[src/rtl/muldiv_seq.sv]
// muldiv_seq: multi-cycle RV32M multiply/divide sequencer (shift-add multiply, restoring divide).
// Optional macro MULDIV_FAST_MUL_EN: the MUL ops use a single combinational multiply and finish in 2 cycles.
module muldiv_seq #(
   parameter int DATA_WIDTH = 32
) (
   input  logic                  clk,
   input  logic                  reset,
   input  logic                  req,
   input  logic [2:0]            funct3,
   input  logic [DATA_WIDTH-1:0] src_a,
   input  logic [DATA_WIDTH-1:0] src_b,
   output logic                  stall,
   output logic                  valid,
   output logic                  busy,
   output logic [DATA_WIDTH-1:0] result
);
   localparam int W = DATA_WIDTH;
   typedef enum logic [1:0] {IDLE, BUSY, DONE} state_t;
   state_t state;
   logic [4:0] cnt;
   logic [2:0] op;
   logic neg;
   logic [W-1:0] hi, lo, dvs;
   logic a_sgn, b_sgn, a_neg, b_neg, b_zero, special;
   logic [W-1:0] a_mag, b_mag, spec_res, n_hi, n_lo, fin;
   logic [W:0] shl, dif;
`ifdef MULDIV_FAST_MUL_EN
   logic signed [2*W+1:0] fprod;
`else
   logic [W:0] sum;
   logic [2*W-1:0] p_fix;
`endif

   // Operand magnitudes and early-completion results for the op being issued
   always_comb begin
      a_sgn = !(funct3[0] & (funct3[1] | funct3[2]));
      b_sgn = funct3[2] ? !funct3[0] : !funct3[1];
      a_neg = a_sgn & src_a[W-1];
      b_neg = b_sgn & src_b[W-1];
      a_mag = a_neg ? -src_a : src_a;
      b_mag = b_neg ? -src_b : src_b;
      b_zero = (src_b == '0);
`ifdef MULDIV_FAST_MUL_EN
      fprod = $signed({a_sgn & src_a[W-1], src_a}) * $signed({b_sgn & src_b[W-1], src_b});
      special = !funct3[2] | b_zero | (!funct3[0] & (src_a == {1'b1, {(W-1){1'b0}}}) & (src_b == '1));
      spec_res = !funct3[2] ? (funct3[1:0] == 2'b00 ? fprod[W-1:0] : fprod[2*W-1:W])
               : b_zero ? (funct3[1] ? src_a : '1) : (funct3[1] ? '0 : src_a);
`else
      special = funct3[2] & (b_zero | (!funct3[0] & (src_a == {1'b1, {(W-1){1'b0}}}) & (src_b == '1)));
      spec_res = b_zero ? (funct3[1] ? src_a : '1) : (funct3[1] ? '0 : src_a);
`endif
   end

   // One iteration on the latched operands, and the sign-corrected value it would retire with
   always_comb begin
      shl = {hi, lo[W-1]};
      dif = shl - {1'b0, dvs};
`ifdef MULDIV_FAST_MUL_EN
      n_hi = !dif[W] ? dif[W-1:0] : shl[W-1:0];
      n_lo = {lo[W-2:0], !dif[W]};
      fin = op[1] ? (neg ? -n_hi : n_hi) : (neg ? -n_lo : n_lo);
`else
      sum = {1'b0, hi} + (lo[0] ? {1'b0, dvs} : '0);
      n_hi = op[2] ? (!dif[W] ? dif[W-1:0] : shl[W-1:0]) : sum[W:1];
      n_lo = op[2] ? {lo[W-2:0], !dif[W]} : {sum[0], lo[W-1:1]};
      p_fix = neg ? -{n_hi, n_lo} : {n_hi, n_lo};
      fin = op[2] ? (op[1] ? (neg ? -n_hi : n_hi) : (neg ? -n_lo : n_lo))
          : (op[1:0] == 2'b00 ? p_fix[W-1:0] : p_fix[2*W-1:W]);
`endif
   end

   // Stall the core while an M op is pending; reset overrides a held request
   assign stall = reset & ((state == BUSY) | ((state == IDLE) & req));

   // Sequencer: latch on request, iterate 32 times, retire for one cycle
   always_ff @(posedge clk or negedge reset) begin
      if (!reset) begin
         state <= IDLE;
         cnt <= '0;
         op <= '0;
         neg <= 1'b0;
         hi <= '0;
         lo <= '0;
         dvs <= '0;
         valid <= 1'b0;
         busy <= 1'b0;
         result <= '0;
      end else begin
         case (state)
            IDLE: begin
               valid <= 1'b0;
               if (req) begin
                  op <= funct3;
                  neg <= (funct3[2] & funct3[1]) ? a_neg : a_neg ^ b_neg;
                  hi <= '0;
                  lo <= a_mag;
                  dvs <= b_mag;
                  cnt <= 5'd31;
                  if (special) begin
                     state <= DONE;
                     valid <= 1'b1;
                     result <= spec_res;
                  end else begin
                     state <= BUSY;
                     busy <= 1'b1;
                  end
               end
            end
            BUSY: begin
               if (!req) begin
                  state <= IDLE;
                  busy <= 1'b0;
               end else begin
                  hi <= n_hi;
                  lo <= n_lo;
                  cnt <= cnt - 5'd1;
                  if (cnt == 5'd0) begin
                     state <= DONE;
                     busy <= 1'b0;
                     valid <= 1'b1;
                     result <= fin;
                  end
               end
            end
            DONE: begin
               state <= IDLE;
               valid <= 1'b0;
            end
            default: state <= IDLE;
         endcase
      end
   end
endmodule

[config.mk]
export PLATFORM = sky130hd
export DESIGN_NAME = muldiv_seq
export DESIGN_NICKNAME = d
export VERILOG_FILES = /design/src/rtl/muldiv_seq.sv
export SDC_FILE = /design/constraint.sdc
export NUM_CORES = 1
export LEC_CHECK = 0
export BUFFER_PORTS_ARGS = -buffer_cell sky130_fd_sc_hd__buf_2
export CORE_ASPECT_RATIO = 1.2
export CORE_UTILIZATION = 40
export DETAILED_ROUTE_END_ITERATION = 10
export SYNTH_ARGS = -nofsm -noshare
export SYNTH_HDL_FRONTEND = slang
export SYNTH_SLANG_ARGS = --single-unit
[constraint.sdc]
create_clock -name clk -period 15.65 [get_ports clk]
set_input_delay 3.13 -clock clk [delete_from_list [all_inputs] [get_ports clk]]
set_output_delay 3.13 -clock clk [all_outputs]
set_load 0.005 [all_outputs]
**Word-level counts from Yosys, hierarchy flattened**

Index checks and enable logic that the tools add are counted.

- Add/sub/neg operators: 8
- Bitwise operators: 13
- Multiplexer cells: 46
- Reductions and logical operators: 16
- Equality and inequality tests: 10

Operators by type and width:

| cell | count |
|---|---|
| 32-bit 2-to-1 mux | 22 |
| 32-bit case mux with 2 select lines | 3 |
| 32-bit negation | 4 |
| 32-bit == test, second input constant | 2 |
| 64-bit 2-to-1 mux | 1 |
| 64-bit negation | 1 |
| 32-bit by 32-bit adder with 33-bit output | 1 |
| 33-bit by 32-bit subtractor with 33-bit output | 1 |
| 32-bit zero test | 1 |
| 1-bit 2-to-1 mux | 10 |
| 5-bit 2-to-1 mux | 2 |
| 5-bit case mux with 2 select lines | 1 |
| 1-bit bitwise AND | 9 |
| 2-bit 2-to-1 mux | 4 |
| 2-bit != test, second input constant | 4 |
| 3-bit AND reduction | 2 |
| 5-bit zero test | 1 |
| 5-bit AND reduction | 1 |
| 5-bit by 1-bit subtractor with 5-bit output, second input constant | 1 |
| 1-bit zero test | 4 |
| 2-bit zero test | 2 |
| 2-bit case mux with 2 select lines | 1 |
| 2-bit AND reduction | 2 |
| 4-bit AND reduction | 1 |
| other kinds (10) | 12 |

- Output and inout bits: 35
- Register bits: 141

**Logic depth before layout (Yosys ltp)**

Gate-level depths: netlist of the first run.

- Word-level depth: 10
- Gate-level depth with buffers: 24

**Worst setup path before layout of the first run**

Ideal clock, no wire load.

- Path kind: input port to output port
- Start: in req
- End: out stall
- Cell stages on the path: 4
- Arrival time: 3936 ps
- Path buffers: 2
- Path slack: 8584 ps
- Path through: clkbuf_1 > nand2_1 > clkbuf_1 > a21boi_0

- Cells in the longest elaborated chain, start to end: 3

RTL lines:

| element | RTL line | RTL |
|---|---|---|
| start: declaration | 8 | `input logic req,` |
| 1-bit bitwise AND | 73 | `assign stall = reset & ((state == BUSY) \| ((state == IDLE) & req));` |
| 1-bit bitwise OR | 73 |  |
| 1-bit bitwise AND | 73 |  |
| end: declaration | 12 | `output logic stall,` |

No other way between the ends.

**Worst setup path after layout of the first run**

- Start: in src_b[11]
- End: reg result[17]

- Cells in the longest elaborated chain, start to end: 6
- Elaborated cells on any way between the ends: 11
- Classes of those cells: 2 x eq/ne; 4 x mux; 3 x bitwise; 2 x reduce/logical

RTL lines:

| element | RTL line | RTL |
|---|---|---|
| start: declaration | 11 | `input logic [DATA_WIDTH-1:0] src_b,` |
| 32-bit == test | 49 | `special = funct3[2] & (b_zero \| (!funct3[0] & (src_a == {1'b1, {(W-1){1'b0}}}) & (src_b == '1)));` |
| 1-bit bitwise AND | 49 |  |
| 1-bit bitwise OR | 49 |  |
| 1-bit bitwise AND | 49 |  |
| 2-bit != test (no line) | - |  |
| 5-bit AND reduction (no line) | - |  |
| end signal: assignment | 102 | `result <= spec_res;` |
| end signal: assignment | 121 | `result <= fin;` |
| end: declaration | 15 | `output logic [DATA_WIDTH-1:0] result` |

Parallel ways exist; a longest one is shown, timed or not. The select of a mux whose other input is x is not followed.
A chain may end at the register's enable or synchronous reset.

==> implementation parameters, run 1 <==
Parameter                              Value

Critical path
  WS Path Type ... in -> reg
  Delay contributed by the slowest stage of the critical path ... 0.78 ns
  Data required time at the worst endpoint ... 15.97 ns
  Largest driver fanout on the critical path ... 51
  Family with the most delay on the worst path ... simple AND/OR/NAND/NOR gates
  Total buffers and inverters traversed by the critical path ... 2
  Type of element launching the critical path ... input pin
  Slowest cell on the critical path ... nor2_1
  Type of element capturing the critical path ... register
  Data arrival, critical path ... 8.16 ns
  Worst-path cell chain ... buf_2 > or4_1 > nor4_1 > nand4b_1 > nor4_1 > o21ai_0 > a211o_2 > buf_4 > nor2_1 > o21ai_0 > a221oi_1 > nor2_1

Cells and area
  Synth-to-Final Area Change ... 9.359%
  Cell area after layout ... 17,190 sq um
  Proportion of layout cells with a drive suffix above 1 ... 0.1038
  Post-layout nets ... 2,329
  Count of antenna diodes in the layout ... 0

Synth
  Library cell with the highest instance count after synthesis ... nand2_1
  Async SR Flop Fraction ... 1.000
  Most used flip-flop cell after synthesis ... dfrtp_1
  Top cell type's share of synthesized area ... 0.2244
  Number of warnings reported in the yosys synthesis log ... 0
  Average cell area after synthesis ... 7.286 sq um
  Cell types with the largest area share after synthesis ... dfrtp_1, o21ai_0, a21oi_1
  Synth Instances ... 2,158
  Synthesized net count ... 2,304
  Number of flops mapped to enable cells by yosys ... 0
  Commonest cells post-synth ... nand2_1, o21ai_0, a21oi_1
  Yosys top cell by area ... dfrtp_1
  FF+latch count, synth ... 141
  Number of distinct standard cells referenced by the synthesized netlist ... 99
  Cell area after technology mapping ... 15,720 sq um
  Post-synthesis sequential area ratio ... 0.2244

Status
  Outcome ... complete, no violations

Timing
  Actual slew at the worst max-slew pin ... 1.262 ns
  Unrepaired setup endpoints after global routing ... false
  Final Hold Viols ... 0
  Portion of the clock cycle consumed by the worst path in the final layout ... 0.5009
  Fmax achieved ... 127.6 MHz
  Pins over their slew limit ... 0
  Setup violations, final ... 0
  Min Tclk post-route ... 7.839 ns
  Sum Neg Setup Slack ... 0 ns
  Slew margin rel. ... 0.1587
  Worst setup skew after layout ... 0.01025 ns

Clock tree
  CTS H-tree depth ... 4
  Inserted Clock Buffers ... 17
  Clock Sinks ... 141
  Clock-pin slew on the worst setup and hold paths ... 0.07 ns
  Post-CTS Resized ... 0
  Number of buffers on the longest clock path ... 2
  Hold buffer count at CTS ... 0
  Clock tree from TritonCTS ... built
  Number of buffers added for setup after CTS ... 0
  Clock tree root driver cell ... clkbuf_16
  Clock latency at the later pin of the worst-skew pair ... 0.46 ns

Power and ir drop
  Static Leakage ... 0.007039 uW
  Share of power burned in the clock network ... 0.092
  Relative contribution of sequential cells to total power ... 0.172
  PD cells ... 258.6 nW/um^2
  Internal portion of total power ... 1848 uW
  Net switching power ... 2597 uW
  Combinational share of power ... 0.736
  Maximum VDD drop ... 0.1148 mV
  Sw frac ... 0.5842

Routing
  Antenna-violating nets left ... 0
  Detailed-router iteration count before antenna repair ... 8
  Routed via count ... 17,100
  Post-Route WL ... 64.05 mm
  Average wire per standard cell ... 23.53 microns
  Drc violations ... 0
  Violation count after the first detailed-routing iteration ... 1,834
  Via density per instance ... 6.283

Floorplan
  Die Outline Area ... 40,110 sq um
  Total number of placement rows ... 79
  Starting Density ... 0.4058
  Die Span Y ... 219.2 microns
  Area inside the core boundary ... 38,750 sq um
  I/O pins ... 105
  Horizontal die dimension ... 183.0 microns

Placement
  Instance area at placement ... 16,640 sq um
  Number of buffers added on ports ... 104
  Weighted congestion at the end of routability-driven global placement ... 0.9773
  Dpl hpwl ... 48.77 mm

Global route
  Vias in the first global route ... 16,390
  Remaining Overflow, GRT ... 0
  Wire length of the first global-routing pass ... 97.86 mm
  Total GRT Usage ... 0.3216
  Number of antenna violations at the first check in global routing ... 0
  Pin count of the biggest net entering global routing ... 91

Job
  Max-capacitance violation count ... 0

Worst hold path
  Worst Hold Class ... reg -> reg
==> flip-flops by register name, summed over array words and instances (netlist names) <==
| name | cells |
|---|---|
| dvs | 32 |
| hi | 32 |
| lo | 32 |
| result | 32 |
| cnt | 5 |
| op | 3 |
| state | 2 |
| busy | 1 |
| neg | 1 |
| valid | 1 |
==> cells in the final DEF (no fill, tap or decap), types with 47 or more instances in the layout <==
| master | synthesis | final |
|---|---|---|
| inv_1 | 70 | 69 |
| nor3_1 | 70 | 70 |
| nand2_1 | 261 | 260 |
| o21ai_0 | 222 | 222 |
| nor2_1 | 191 | 190 |
| and2_1 | 47 | 47 |
| buf_2 | 6 | 103 |
| ha_1 | 74 | 74 |
| xnor2_1 | 95 | 95 |
| a21oi_1 | 204 | 204 |
| xor2_1 | 66 | 66 |
| dfrtp_1 | 141 | 139 |
==> cells by family (layout without fill, tap and decap cells) <==
family	Yosys count	after routing	synth area share
AO/OA/AOI/OAI	751	751	0.3026
multiplexers	49	49	0.03223
AND/OR/NAND/NOR	780	780	0.2395
buffers and inverters	200	238	0.05013
XOR/XNOR	161	161	0.08969
adder cells (fa/ha/maj)	76	76	0.06144
flip-flops	141	141	0.2244
==> worst paths after layout <==
| check | from | to | slack (ns) | cells past startpoint |
|---|---|---|---|---|
| setup / recovery | src_b[11] | result[17] | 7.81 | 12 |
| hold / removal | result[11] | result[11] | 0.50 | 2 |
| setup reg to reg | dvs[27] | result[10] | 8.46 | 20 |
| hold reg to reg | result[11] | result[11] | 0.50 | 2 |
| max in group asynchronous | reset | op[2] | 11.75 | 2 |
| min in group asynchronous | reset | lo[22] | 2.60 | 1 |
==> power groups by stage <==
stage | Sequential (uW) | Clock (uW) | Combinational, uW
2_1_floorplan | 637 | 0 | 2300
3_3_place_gp | 762 | 0 | 3150
3_5_place_dp | 764 | 0 | 3160
4_1_cts | 759 | 410 | 3180
5_1_grt | 781 | 424 | 3540
6_report | 766 | 407 | 3270
==> metrics by stage <==
step	total power (uW)	util	hold slack [ns]	setup WS [ns]	instances
floorplan	2938	-	0.4632	8.584	2158
global placement	3917	0.4293	0.4820	7.740	2690
detailed placement	3929	0.4293	0.4693	7.681	2690
CTS	4353	0.4437	0.4978	8.040	2722
global route	4742	0.4437	0.5244	7.644	2722
finish	4446	0.4437	0.5000	7.811	2722
==> final cells by class <==
class / instances / area [sq um]
timing repair buffer: 134 / 752.0
multi-input combinational: 1817 / 11420
clock inverter: 10 / 103.9
clock buffer: 22 / 454.2
fill: 4120 / 21550
tap: 526 / 658.1
sequential: 141 / 3533
inverter: 72 / 270.3
==> metal layers <==
metal,vias up,share of wire,track usage
met1,8178,0.40,0.3891
met5,-,0,0
met3,187,0.058,0.03701
li1,7983,-,-
met2,754,0.47,0.5351
met4,0,0.072,0.2200
==> worst register-to-register path: cells and delay by family (launching register included) <==
family          cells  cell delay (ns)
compound gates      9             2.52
fa+ha+maj           2             0.60
buf+inv             2             0.35
flops               1             0.48
simple gates        7             3.09
(Power assumes the default switching activity.)
==> inputs of run 2 (changes only) <==
--- a/config.mk
+++ b/config.mk
@@ -5,6 +5,7 @@
 export SDC_FILE = /design/constraint.sdc
 export NUM_CORES = 1
 export LEC_CHECK = 0
+export ABC_AREA = 1
 export BUFFER_PORTS_ARGS = -buffer_cell sky130_fd_sc_hd__buf_2
 export CORE_ASPECT_RATIO = 1.2
 export CORE_UTILIZATION = 40
==> constraint.sdc (replaced) <==
create_clock -name clk -period 6.3 [get_ports clk]
set_input_delay 1.26 -clock clk [delete_from_list [all_inputs] [get_ports clk]]
set_output_delay 1.26 -clock clk [all_outputs]
set_load 0.005 [all_outputs]
==> implementation parameters, run 2 <==
Parameter                              Value

Status
  Outcome ... complete, no violations

Routing
  Routed via count ... 21,360 (+25%)
  Detailed-router iteration count before antenna repair ... 6 (-2)
  Violation count after the first detailed-routing iteration ... 1,753 (-4.4%)
  Average wire per standard cell ... 22.12 microns (-6.0%)
  Via density per instance ... 5.696 (-9.3%)
  Antenna-violating nets left ... 0 (unchanged)
  Drc violations ... 0 (unchanged)
  Post-Route WL ... 82.98 mm (+30%)

Timing
  Pins over their slew limit ... 0 (unchanged)
  Slew margin rel. ... 0.02766 (-0.1311)
  Actual slew at the worst max-slew pin ... 1.443 ns (+0.1813 ns)
  Sum Neg Setup Slack ... 0 ns (unchanged)
  Fmax achieved ... 193.8 MHz
  Final Hold Viols ... 0 (unchanged)
  Unrepaired setup endpoints after global routing ... false
  Min Tclk post-route ... 5.159 ns
  Worst setup skew after layout ... 0.01705 ns (+0.006794 ns)
  Setup violations, final ... 0 (unchanged)
  Portion of the clock cycle consumed by the worst path in the final layout ... 0.8189

Global route
  Wire length of the first global-routing pass ... 124.9 mm (+28%)
  Total GRT Usage ... 0.3672 (+0.04559)
  Number of antenna violations at the first check in global routing ... 1 (+1)
  Vias in the first global route ... 20,740 (+27%)
  Pin count of the biggest net entering global routing ... 91 (unchanged)
  Remaining Overflow, GRT ... 0 (unchanged)

Placement
  Dpl hpwl ... 65.45 mm (+34%)
  Weighted congestion at the end of routability-driven global placement ... 1.016 (+4.0%)
  Placed insts ... 3,718 (+38%)
  Number of buffers added on ports ... 104 (unchanged)

Job
  Max-capacitance violation count ... 0 (unchanged)

Critical path
  Data required time at the worst endpoint ... 6.69 ns (-9.28 ns)
  Type of element launching the critical path ... register
  Reg2Reg Capture Point ... result[18]
  Type of element capturing the critical path ... register
  Flop2flop setup slack ... 1.14 ns (-7.32 ns)
  Delay contributed by the slowest stage of the critical path ... 0.54 ns (-0.24 ns)
  Slowest cell on the critical path ... dfrtp_1
  Cells on worst reg2reg path ... 33 (+65%)
  WS Path Type ... reg -> reg
  Crit path top cell by count ... nand2_1
  Largest driver fanout on the critical path ... 31 (-39%)
  Critical R2R Launch ... dvs[26]
  Data arrival, critical path ... 5.55 ns (-2.61 ns)

Cells and area
  Most common cell after layout, fill and taps aside ... nand2_1
  Post-layout nets ... 3,324 (+43%)
  Synth-to-Final Area Change ... 8.199%
  Proportion of layout cells with a drive suffix above 1 ... 0.08430 (-0.01953)
  Non-filler instance count after layout ... 3,751 (+38%)
  Most used cells in the layout excluding fill and tap cells ... nand2_1, inv_1, nor2_1

Floorplan
  Horizontal die dimension ... 195.1 microns (+6.6%)
  Die Span Y ... 233.7 microns (+6.6%)
  Total number of placement rows ... 84 (+6.3%)
  Area inside the core boundary ... 43,930 sq um (+13%)
  I/O pins ... 105 (unchanged)
  Starting Density ... 0.4075 (+0.001694)
  Die Outline Area ... 45,610 sq um (+14%)

Synth
  Library cell with the highest instance count after synthesis ... nand2_1
  Synth Instances ... 3,146 (+46%)
  FF+latch count, synth ... 141 (unchanged)
  Number of flops mapped to enable cells by yosys ... 0 (unchanged)
  Cell area after technology mapping ... 17,900 sq um (+14%)
  Number of distinct standard cells referenced by the synthesized netlist ... 58 (-41%)
  Synthesized net count ... 3,292 (+43%)
  Yosys top cell by area ... nand2_1
  Most used flip-flop cell after synthesis ... dfrtp_1
  Post-synthesis sequential area ratio ... 0.1971 (-0.02731)
  Number of warnings reported in the yosys synthesis log ... 0 (unchanged)
  Average cell area after synthesis ... 5.690 sq um (-22%)
  Async SR Flop Fraction ... 1.000 (unchanged)
  Cell types with the largest area share after synthesis ... nand2_1, dfrtp_1, inv_1
  Commonest cells post-synth ... nand2_1, inv_1, nor2_1
  Top cell type's share of synthesized area ... 0.2135 (-0.01095)

Worst hold path
  Hold-critical path endpoint ... result[25]
  Worst hold path stage count ... 2 (unchanged)
  Worst Hold Class ... reg -> reg
  Hold wc startpoint ... result[25]

Clock tree
  Post-CTS Resized ... 0 (unchanged)
  Hold buffer count at CTS ... 0 (unchanged)
  Clock-pin slew on the worst setup and hold paths ... 0.08 ns (about the same)
  Inserted Clock Buffers ... 17 (unchanged)
  Clock latency at the later pin of the worst-skew pair ... 0.49 ns (+0.03 ns)
  Number of buffers on the longest clock path ... 2 (unchanged)
  Clock tree root driver cell ... clkbuf_16
  Number of buffers added for setup after CTS ... 0 (unchanged)
  CTS H-tree depth ... 4 (unchanged)
  Clock tree from TritonCTS ... built
  Clock Sinks ... 141 (unchanged)
[run 2: cell families after synthesis]
| group | count (synthesis) | synth area share |
|---|---|---|
| and+or+nand+nor | 1764 | 0.4214 |
| DFF | 141 | 0.1971 |
| AOI/OAI and AO/OA | 538 | 0.1651 |
| buffers and inverters | 538 | 0.1188 |
| adders and majority gates | 78 | 0.05508 |
| xor gates and xnor gates | 87 | 0.04257 |
[run 2: cell type report]
type | instances | area (sq um)
clock inverter | 14 | 146.4
tap | 559 | 699.4
antenna | 1 | 2.502
inverter | 424 | 1592
timing repair buffer | 127 | 699.4
multi-input combinational | 2467 | 12260
clock buffer | 18 | 439.2
fill | 4873 | 24560
sequential | 141 | 3533
[run 2: worst max path at each step]
stage | to | start | slack, ns | cells after the start
after CTS | result[18] | lo[31] | 1.25 | 36
after detailed placement | result[3] | src_b[0] | 0.99 | 23
after global placement | result[3] | src_b[0] | 1.00 | 23
final | result[18] | dvs[26] | 1.14 | 33
after floorplan | result[10] | lo[31] | 2.51 | 34
after global routing | result[22] | lo[31] | 0.72 | 36
[run 2: metal layers]
layer,part of all wire,GRT usage,routed length (microns),up-vias
met5,0,0,0,-
met4,0.097,0.3184,8023,0
met3,0.064,0.05595,5294,320
met2,0.46,0.6220,38360,972
met1,0.38,0.4051,31300,9872
li1,-,-,-,10200
[run 2: stage by stage]
step           hold slack [ns]  instance area (sq um)  setup slack, ns  utilization
2_1_floorplan           0.4540                  17900            2.511            -
3_3_place_gp            0.4618                  18780            1.005       0.4275
3_5_place_dp            0.4599                  18780           0.9889       0.4275
4_1_cts                 0.4855                  19370            1.248       0.4408
5_1_grt                 0.5025                  19370           0.7167       0.4409
6_report                0.4835                  19370            1.141       0.4409
[run 2: worst max-delay path, delay by kind of cell, from the launching register on]
kind                       cells  cell delay (ns)
AOI/OAI and AO/OA              1             0.24
adders and majority gates      2             0.56
buffers and inverters          4             0.43
DFF                            1             0.54
and+or+nand+nor               26             3.27
Power of run 2 is left out: the tool's default activity adds up to more than one toggle a clock period on the data nets, which glitch-free logic cannot reach.
